[src/rtl/uart_tx_arbiter.sv]
// uart_tx_arbiter: round-robin sharing of one UART TX serializer between NREQ producers; optional watchdog under UART_TX_ARB_TIMEOUT_EN
module uart_tx_arbiter #(
  parameter int NREQ = 4,
  parameter int NBITS = 8,
  parameter int TIMEOUT_CYCLES = 4096,
  localparam int OW = (NREQ > 1) ? $clog2(NREQ) : 1
) (
  input  logic                  clk,
  input  logic                  rst,
  input  logic [NREQ-1:0]       i_req,
  input  logic [NREQ*NBITS-1:0] i_data,
  output logic [NREQ-1:0]       o_gnt,
  output logic                  o_tx_start,
  output logic [NBITS-1:0]      o_tx_data,
  input  logic                  i_tx_done,
  output logic                  o_busy,
  output logic [OW-1:0]         o_owner,
  output logic                  o_timeout
);
  typedef enum logic [1:0] {IDLE, START, WAIT_BUSY, WAIT_DONE} state_t;
  if (NREQ < 2 || NREQ > 8 || TIMEOUT_CYCLES < 2) $error("uart_tx_arbiter: bad parameters");
  state_t state, state_n;
  logic [OW-1:0] ptr, ptr_n, win, owner_n;
  logic found, start_n, busy_n;
  logic [NREQ-1:0] gnt_n;
  logic [NBITS-1:0] data_n;
`ifdef UART_TX_ARB_TIMEOUT_EN
  localparam int WW = $clog2(TIMEOUT_CYCLES) + 1;
  logic [WW-1:0] wd, wd_n;
  logic to_n;
`else
  assign o_timeout = 1'b0;
`endif
  // first requester at or after the pointer, wrapping; scanned backwards so the nearest one wins
  always_comb begin
    int k;
    win = '0;
    found = 1'b0;
    for (int i = NREQ - 1; i >= 0; i--) begin
      k = (int'(ptr) + i) % NREQ;
      if (i_req[OW'(k)]) begin
        win = OW'(k);
        found = 1'b1;
      end
    end
  end
  // sequencing: grant and start in one shot, then follow done low and back high
  always_comb begin
    state_n = state;
    ptr_n = ptr;
    gnt_n = '0;
    start_n = 1'b0;
    busy_n = o_busy;
    data_n = o_tx_data;
    owner_n = o_owner;
    case (state)
      IDLE: if (found && i_tx_done) begin
        state_n = START;
        ptr_n = (win == OW'(NREQ - 1)) ? '0 : win + 1'b1;
        gnt_n[win] = 1'b1;
        start_n = 1'b1;
        busy_n = 1'b1;
        data_n = i_data[win*NBITS +: NBITS];
        owner_n = win;
      end
      START: state_n = WAIT_BUSY;
      WAIT_BUSY: state_n = i_tx_done ? WAIT_BUSY : WAIT_DONE;
      WAIT_DONE: if (i_tx_done) begin
        state_n = IDLE;
        busy_n = 1'b0;
      end
    endcase
`ifdef UART_TX_ARB_TIMEOUT_EN
    to_n = 1'b0;
    wd_n = (state == WAIT_BUSY || state == WAIT_DONE) ? wd + 1'b1 : '0;
    if ((state == WAIT_BUSY || state == WAIT_DONE) && state_n == state && wd == WW'(TIMEOUT_CYCLES - 1)) begin
      state_n = IDLE;
      busy_n = 1'b0;
      to_n = 1'b1;
    end
`endif
  end
  // all state and outputs registered; reset abandons any transfer in flight
  always_ff @(posedge clk or negedge rst) begin
    if (!rst) begin
      state <= IDLE;
      ptr <= '0;
      o_gnt <= '0;
      o_tx_start <= 1'b0;
      o_tx_data <= '0;
      o_busy <= 1'b0;
      o_owner <= '0;
`ifdef UART_TX_ARB_TIMEOUT_EN
      wd <= '0;
      o_timeout <= 1'b0;
`endif
    end else begin
      state <= state_n;
      ptr <= ptr_n;
      o_gnt <= gnt_n;
      o_tx_start <= start_n;
      o_tx_data <= data_n;
      o_busy <= busy_n;
      o_owner <= owner_n;
`ifdef UART_TX_ARB_TIMEOUT_EN
      wd <= wd_n;
      o_timeout <= to_n;
`endif
    end
  end
endmodule

[config.mk]
export PLATFORM = sky130hd
export DESIGN_NAME = uart_tx_arbiter
export DESIGN_NICKNAME = d
export VERILOG_FILES = /design/src/rtl/uart_tx_arbiter.sv
export SDC_FILE = /design/constraint.sdc
export NUM_CORES = 1
export LEC_CHECK = 0
export BUFFER_PORTS_ARGS = -buffer_cell sky130_fd_sc_hd__buf_2
export CAP_MARGIN = 40
export CORE_MARGIN = 1
export CORE_UTILIZATION = 25
export CTS_CLUSTER_DIAMETER = 60
export DETAILED_ROUTE_END_ITERATION = 6
export PLACE_DENSITY = 0.46
export SETUP_SLACK_MARGIN = 0.2
export SLEW_MARGIN = 20
export SYNTH_ARGS = -nofsm -noshare
export SYNTH_HDL_FRONTEND = slang
export SYNTH_SLANG_ARGS = --single-unit
[constraint.sdc]
create_clock -name clk -period 1.6 [get_ports clk]
set_input_delay 0.24 -clock clk [delete_from_list [all_inputs] [get_ports clk]]
set_output_delay 0.24 -clock clk [all_outputs]
set_load 0.01 [all_outputs]
==> results of run 1 <==
-- power groups by stage --
stage          clock network [mW]  registers, mW  logic, mW
5_1_grt                     0.560          0.854       1.66
4_1_cts                     0.531          0.828       1.18
6_report                    0.524          0.825       1.50
3_5_place_dp                    0          0.829       1.18
3_3_place_gp                    0          0.834       1.15
2_1_floorplan                   0          0.901      0.695
-- synthesized netlist by cell type (2+ instances only) --
| library cell | instances |
|---|---|
| nand2_1 | 16 |
| a21oi_1 | 5 |
| nand2b_1 | 3 |
| buf_2 | 2 |
| dfrtp_1 | 20 |
| nor2_1 | 5 |
| o221ai_1 | 8 |
| ha_1 | 4 |
| buf_4 | 2 |
| o21ai_0 | 4 |
| mux2i_1 | 16 |
| inv_1 | 7 |
-- area by class of cell --
type / instances / area, um^2 / share of cell area
multi-input cells: 74 / 649.4 / 0.3645
flip-flops and latches: 20 / 500.5 / 0.2809
repair buffers: 70 / 464.2 / 0.2605
well taps: 52 / 65.06 / 0.03652
clock buffers: 3 / 41.29 / 0.02317
inverters: 8 / 31.28 / 0.01756
clock inverters: 1 / 30.03 / 0.01685
-- critical path, cell delays in order, from the launching register on --
cell and delay [ps]:
dfrtp_1 390, a21o_1 190, a21oi_2 130, o22a_4 200
clkbuf_16 160, mux2i_1 220, o221ai_1 130
-- worst max-delay path by stage --
stage                   end  slack, ps
5_1_grt        o_tx_data[5]        -30
3_5_place_dp   o_tx_data[0]         70
2_1_floorplan  o_tx_data[0]        180
3_3_place_gp   o_tx_data[0]         40
6_report       o_tx_data[0]         40
4_1_cts        o_tx_data[0]         60
-- cell families after synthesis --
logic type,after synthesis,synth area share
other,1,0.003319
flip-flops,20,0.4430
AO/OA/AOI/OAI,26,0.1794
AND/OR/NAND/NOR,27,0.1074
multiplexers,16,0.1417
buffers and inverters,14,0.08083
adder cells (fa/ha/maj),4,0.04430
-- sequential cells by signal (all words and copies together), names as in the netlist --
name and flops:
state 2, o_owner 2, o_tx_data 8, o_busy 1, ptr 2, o_tx_start 1, o_gnt 4
-- what timing repair did --
item	in CTS	in global routing
pin swaps	0	3
gates resized for setup	1	24
buffers inserted	0	6
endpoints found under the setup margin	10	17
gates cloned	0	2
endpoints found under the hold margin	20	0
hold buffers	1	0
-- per-layer routing --
metal	vias up	global-route usage	wire length, um
met3	5	0.03198	177
met1	483	0.1404	1300
met5	-	0	0
met2	46	0.2093	1432
met4	0	0.07256	54
li1	515	-	-
-- stage by stage --
stage                     setup slack (ps)  utilization  cell area, um^2
after floorplan                      177.2            -             1142
after global placement               41.79       0.3434             1495
after detailed placement             66.68       0.3434             1495
after CTS                            60.30       0.3626             1579
after global routing                -33.85       0.4092             1782
final                                43.75       0.4092             1782
==> impl_metrics.json, run 1 <==
{
  "status": "finished clean",
  "grt_max_degree": 21,
  "ys.flop_type": "dfrtp_1",
  "syn-cell-area_um2": 1130,
  "routabilityCongestion": 0.7056,
  "cts-htree-levels": 1,
  "final_cell_mix": "buf_2, dfrtp_1, nand2_1",
  "p_leak_nw": 0.9229,
  "intPower_mw": 1.819,
  "seqPwrFrac": 0.290,
  "core-area_um2": 4354,
  "yosysUniqueCellTypes": 28,
  "critPathLaunchType": "flip-flop",
  "power_switching_mw": 1.027,
  "nNetsFinal": 220,
  "yosys.area.top_type": "dfrtp_1",
  "layout_commonest_cell": "buf_2",
  "combPwrFrac": 0.526,
  "fin_crit_sh": 0.9727,
  "drtAntennaViolNets": 0,
  "cts_made_buffers": 3,
  "finalHoldViolCount": 0,
  "drtPass1Iterations": 4,
  "synth_fp_nets": 151,
  "min-delay-path-class": "input port to flip-flop",
  "fill_cells": 438,
  "cts_num_sinks": 20,
  "hold_end": "state[0]",
  "fin_cells": 228,
  "whs_path_depth": 2,
  "drt_iter0_markers": 43,
  "rr_worst_depth": 6,
  "required_ps": 1740,
  "swShare": 0.3608,
  "routed-via-count": 1049,
  "fp.dieW_um": 69.23,
  "grt_overflow": 0,
  "drive_gt1_frac": 0.5284,
  "drc": 0,
  "grt_pass1_wl_mm": 4.664,
  "reg2reg_to": "o_tx_data[0]",
  "hold_slack_ps": 210.6,
  "yosysSeqAreaShare": 0.4430,
  "vias_per_cell": 4.601,
  "cp_max_fo": 5,
  "cts.clk_slew.worst_paths_ps": 80,
  "power_mw": 2.846,
  "die-area_um2": 4792,
  "r2r_slack_ps": 40,
  "start_util": 0.2595,
  "final.min_clock_period_ps": 1556,
  "crit_start": "ptr[1]",
  "r2r-start": "ptr[1]",
  "ys_ff_latch": 20,
  "io_pins": 56,
  "power_density_nw_per_um2": 1598,
  "clockBufferDepth": 2,
  "synth_area_per_cell_um2": 10.46,
  "routed_wl_mm": 2.965,
  "yosys-top-cells-area": "dfrtp_1, mux2i_1, o221ai_1, nand2_1, ha_1",
  "synthToLayoutAreaGrowth_pct": 57.70,
  "syn_inst": 108,
  "insertion_delay_ps": 270,
  "cts_root_buffer": "clkbuf_8",
  "finalSetupTns_ps": 0,
  "synthArstFlopShare": 1.000,
  "synth_top_area_share": 0.4430,
  "rsz0062_at_grt": "true",
  "synth-edff-count": 0,
  "avgRoutedWirePerCell_um": 13.00,
  "cts_tree": "built",
  "yosysWarnings": 0,
  "diodes": 0,
  "max_freq_mhz": 642.6,
  "numPlacedInstances": 215,
  "antenna_found_initial": 0,
  "hp-start": "i_tx_done",
  "cp.arrival_ps": 1700,
  "cap_violations": 0,
  "clock_skew_ps": 2.609,
  "finalSetupViolations": 0,
  "end_kind": "flip-flop",
  "critical_path_class": "flip-flop to flip-flop",
  "ir_worst_vdd_mv": 0.5217,
  "finalMaxSlewViolations": 0,
  "grt_pass1_vias": 1051,
  "die_h_um": 69.23,
  "placementRows": 24,
  "port_buffers": 54,
  "dp_hpwl_mm": 2.033,
  "track_usage": 0.1239,
  "p_clk_frac": 0.184
}
No activity file was read; power rests on OpenSTA's default activity.
==> run 2: changes to the inputs <==
--- a/config.mk
+++ b/config.mk
@@ -12,7 +12,6 @@
 export CTS_CLUSTER_DIAMETER = 60
 export DETAILED_ROUTE_END_ITERATION = 6
 export PLACE_DENSITY = 0.46
-export SETUP_SLACK_MARGIN = 0.2
 export SLEW_MARGIN = 20
 export SYNTH_ARGS = -nofsm -noshare
 export SYNTH_HDL_FRONTEND = slang
==> constraint.sdc (replaced) <==
create_clock -name clk -period 1.45 [get_ports clk]
set_input_delay 0.2175 -clock clk [delete_from_list [all_inputs] [get_ports clk]]
set_output_delay 0.2175 -clock clk [all_outputs]
set_load 0.01 [all_outputs]
==> run 2 against run 1 <==
Against the previous run:
- the run now ends with setup timing left
- non-clock buffer count is 2 higher
- worst setup slack got worse by 110 ps
- via count is 0.67% higher
- largest power group unchanged
- highest routed layer unchanged
==> impl_metrics.json, run 2 (synthesis results as in run 1) <==
{
  "status": "complete, but fails checks",
  "violations": "setup timing",
  "hold_end": "state[0]",
  "final_cell_mix": "buf_2, dfrtp_1, nand2_1",
  "rsz0062_at_grt": "true",
  "cp_max_fo": 5,
  "cp.arrival_ps": 1640,
  "dp_hpwl_mm": 2.088,
  "critPathLaunchType": "flip-flop",
  "placementRows": 24,
  "routed_wl_mm": 3.049,
  "finalMaxSlewViolations": 0,
  "cpPeakStageDelay_ps": 390,
  "grt_pass1_vias": 1092,
  "finalSetupViolations": 9,
  "numPlacedInstances": 219,
  "p_leak_nw": 0.9191,
  "seq_area_um2": 500.5,
  "start_util": 0.2595,
  "r2r-start": "ptr[1]",
  "whs_path_depth": 2,
  "pre_cts_ws_ps": -88.01,
  "path_buf_inv": 1,
  "cts_made_buffers": 3,
  "reg2reg_to": "o_tx_data[1]",
  "grt_overflow": 0,
  "critical_path_class": "flip-flop to flip-flop",
  "max_freq_mhz": 659.1,
  "cts_num_sinks": 20,
  "hold_slack_ps": 182.6,
  "hp-start": "i_tx_done",
  "fill_cells": 427,
  "crit_chain": "a21o_1 > a21oi_2 > o22a_4 > clkbuf_16 > mux2i_1 > o221ai_1",
  "power_density_nw_per_um2": 1753,
  "drc": 0,
  "rr_worst_depth": 6,
  "drive_gt1_frac": 0.5028,
  "fin_crit_sh": 1.046,
  "min-delay-path-class": "input port to flip-flop",
  "regMostFlops": "o_tx_data",
  "clockBufferDepth": 2,
  "ir_worst_vdd_mv": 0.7444,
  "crit_start": "ptr[1]",
  "avgRoutedWirePerCell_um": 13.20,
  "grt_pass1_wl_mm": 4.809,
  "drtAntennaViolNets": 0,
  "die-area_um2": 4792,
  "antenna_found_initial": 0,
  "finalHoldViolCount": 0,
  "cts_tree": "built",
  "port_buffers": 54,
  "fp.dieW_um": 69.23,
  "nNetsFinal": 223,
  "drtPass1Iterations": 3,
  "diodes": 0,
  "final.min_clock_period_ps": 1517,
  "cap_violations": 0,
  "finalWorstSetupSlack_ps": -67.17,
  "largest_register_ffs": 8,
  "critPathTopFamily": "compound AO/OA/AOI/OAI gates",
  "layout_commonest_cell": "buf_2",
  "cts.clk_slew.worst_paths_ps": 80,
  "cts-htree-levels": 1,
  "r2r_slack_ps": -70,
  "drt_iter0_markers": 28,
  "io_pins": 56,
  "track_usage": 0.1220,
  "die_h_um": 69.23,
  "routabilityCongestion": 0.7266,
  "multi_input_area_um2": 591.8,
  "required_ps": 1580,
  "synthToLayoutAreaGrowth_pct": 52.38,
  "routed-via-count": 1056,
  "vias_per_cell": 4.571,
  "grt_max_degree": 21,
  "largestRegisters": "o_tx_data x8, o_gnt x4",
  "core-area_um2": 4354,
  "slowest_stage": "dfrtp_1",
  "clock_skew_ps": 2.440,
  "end_kind": "flip-flop",
  "fin_cells": 231,
  "insertion_delay_ps": 260,
  "cts_root_buffer": "clkbuf_8"
}
run 2: per-stage QoR:
| step | TNS, ps | total power, mW | utilization | cell area, um^2 |
|---|---|---|---|---|
| after global routing | -1048 | 3.242 | 0.3954 | 1722 |
| after detailed placement | -520.9 | 2.218 | 0.3474 | 1513 |
| after global placement | -50.68 | 2.176 | 0.3474 | 1513 |
| after CTS | -533.1 | 2.792 | 0.3661 | 1594 |
| final | -385.8 | 3.018 | 0.3954 | 1722 |
| after floorplan | 0 | 1.745 | - | 1130 |
run 2: metal layers:
metal  part of all wire  up-vias  global-route usage
met2               0.49       42              0.2125
met5                  0        -                   0
met4             0.0075        0             0.03401
met3              0.061        2             0.03052
li1                   -      523                   -
met1               0.45      489              0.1485
run 2: report_power, final:
group | leakage (nW) | internal, mW | switching (mW) | total, mW
Sequential | 0.253 | 0.781 | 0.133 | 0.914
Clock | 0.0357 | 0.368 | 0.191 | 0.559
Combinational | 0.630 | 0.796 | 0.748 | 1.54
Total | 0.919 | 1.95 | 1.07 | 3.02
run 2: timing repair:
item                                    in CTS  in global routing
hold endpoints to repair                    20                  0
buffers inserted                             0                  3
pin swaps                                    1                  9
hold buffers                                 1                  0
cloned                                       0                  5
endpoints found under the setup margin       9                 13
gates resized for setup                      0                 14
run 2: final cells by class:
cell class,count,share of cell area
clock buffers,3,0.02398
clock inverters,1,0.01744
repair buffers,72,0.2674
inverters,8,0.01890
flip-flops and latches,20,0.2907
well taps,52,0.03779
multi-input cells,75,0.3438
run 2: worst max path at each step:
stage	end	cells after the start	slack [ps]
global route	o_tx_data[6]	6	-130
detailed placement	o_tx_data[2]	6	-90
CTS	o_tx_data[3]	6	-80
global placement	o_tx_data[1]	7	-20
finish	o_tx_data[1]	6	-70
floorplan	ptr[1]	7	5
run 2: worst reg2reg max path: cells and delay by family (launching register included):
family          cells  cell delay [ps]
compound gates      4              650
buf+inv             1              170
flops               1              390
mux                 1              190
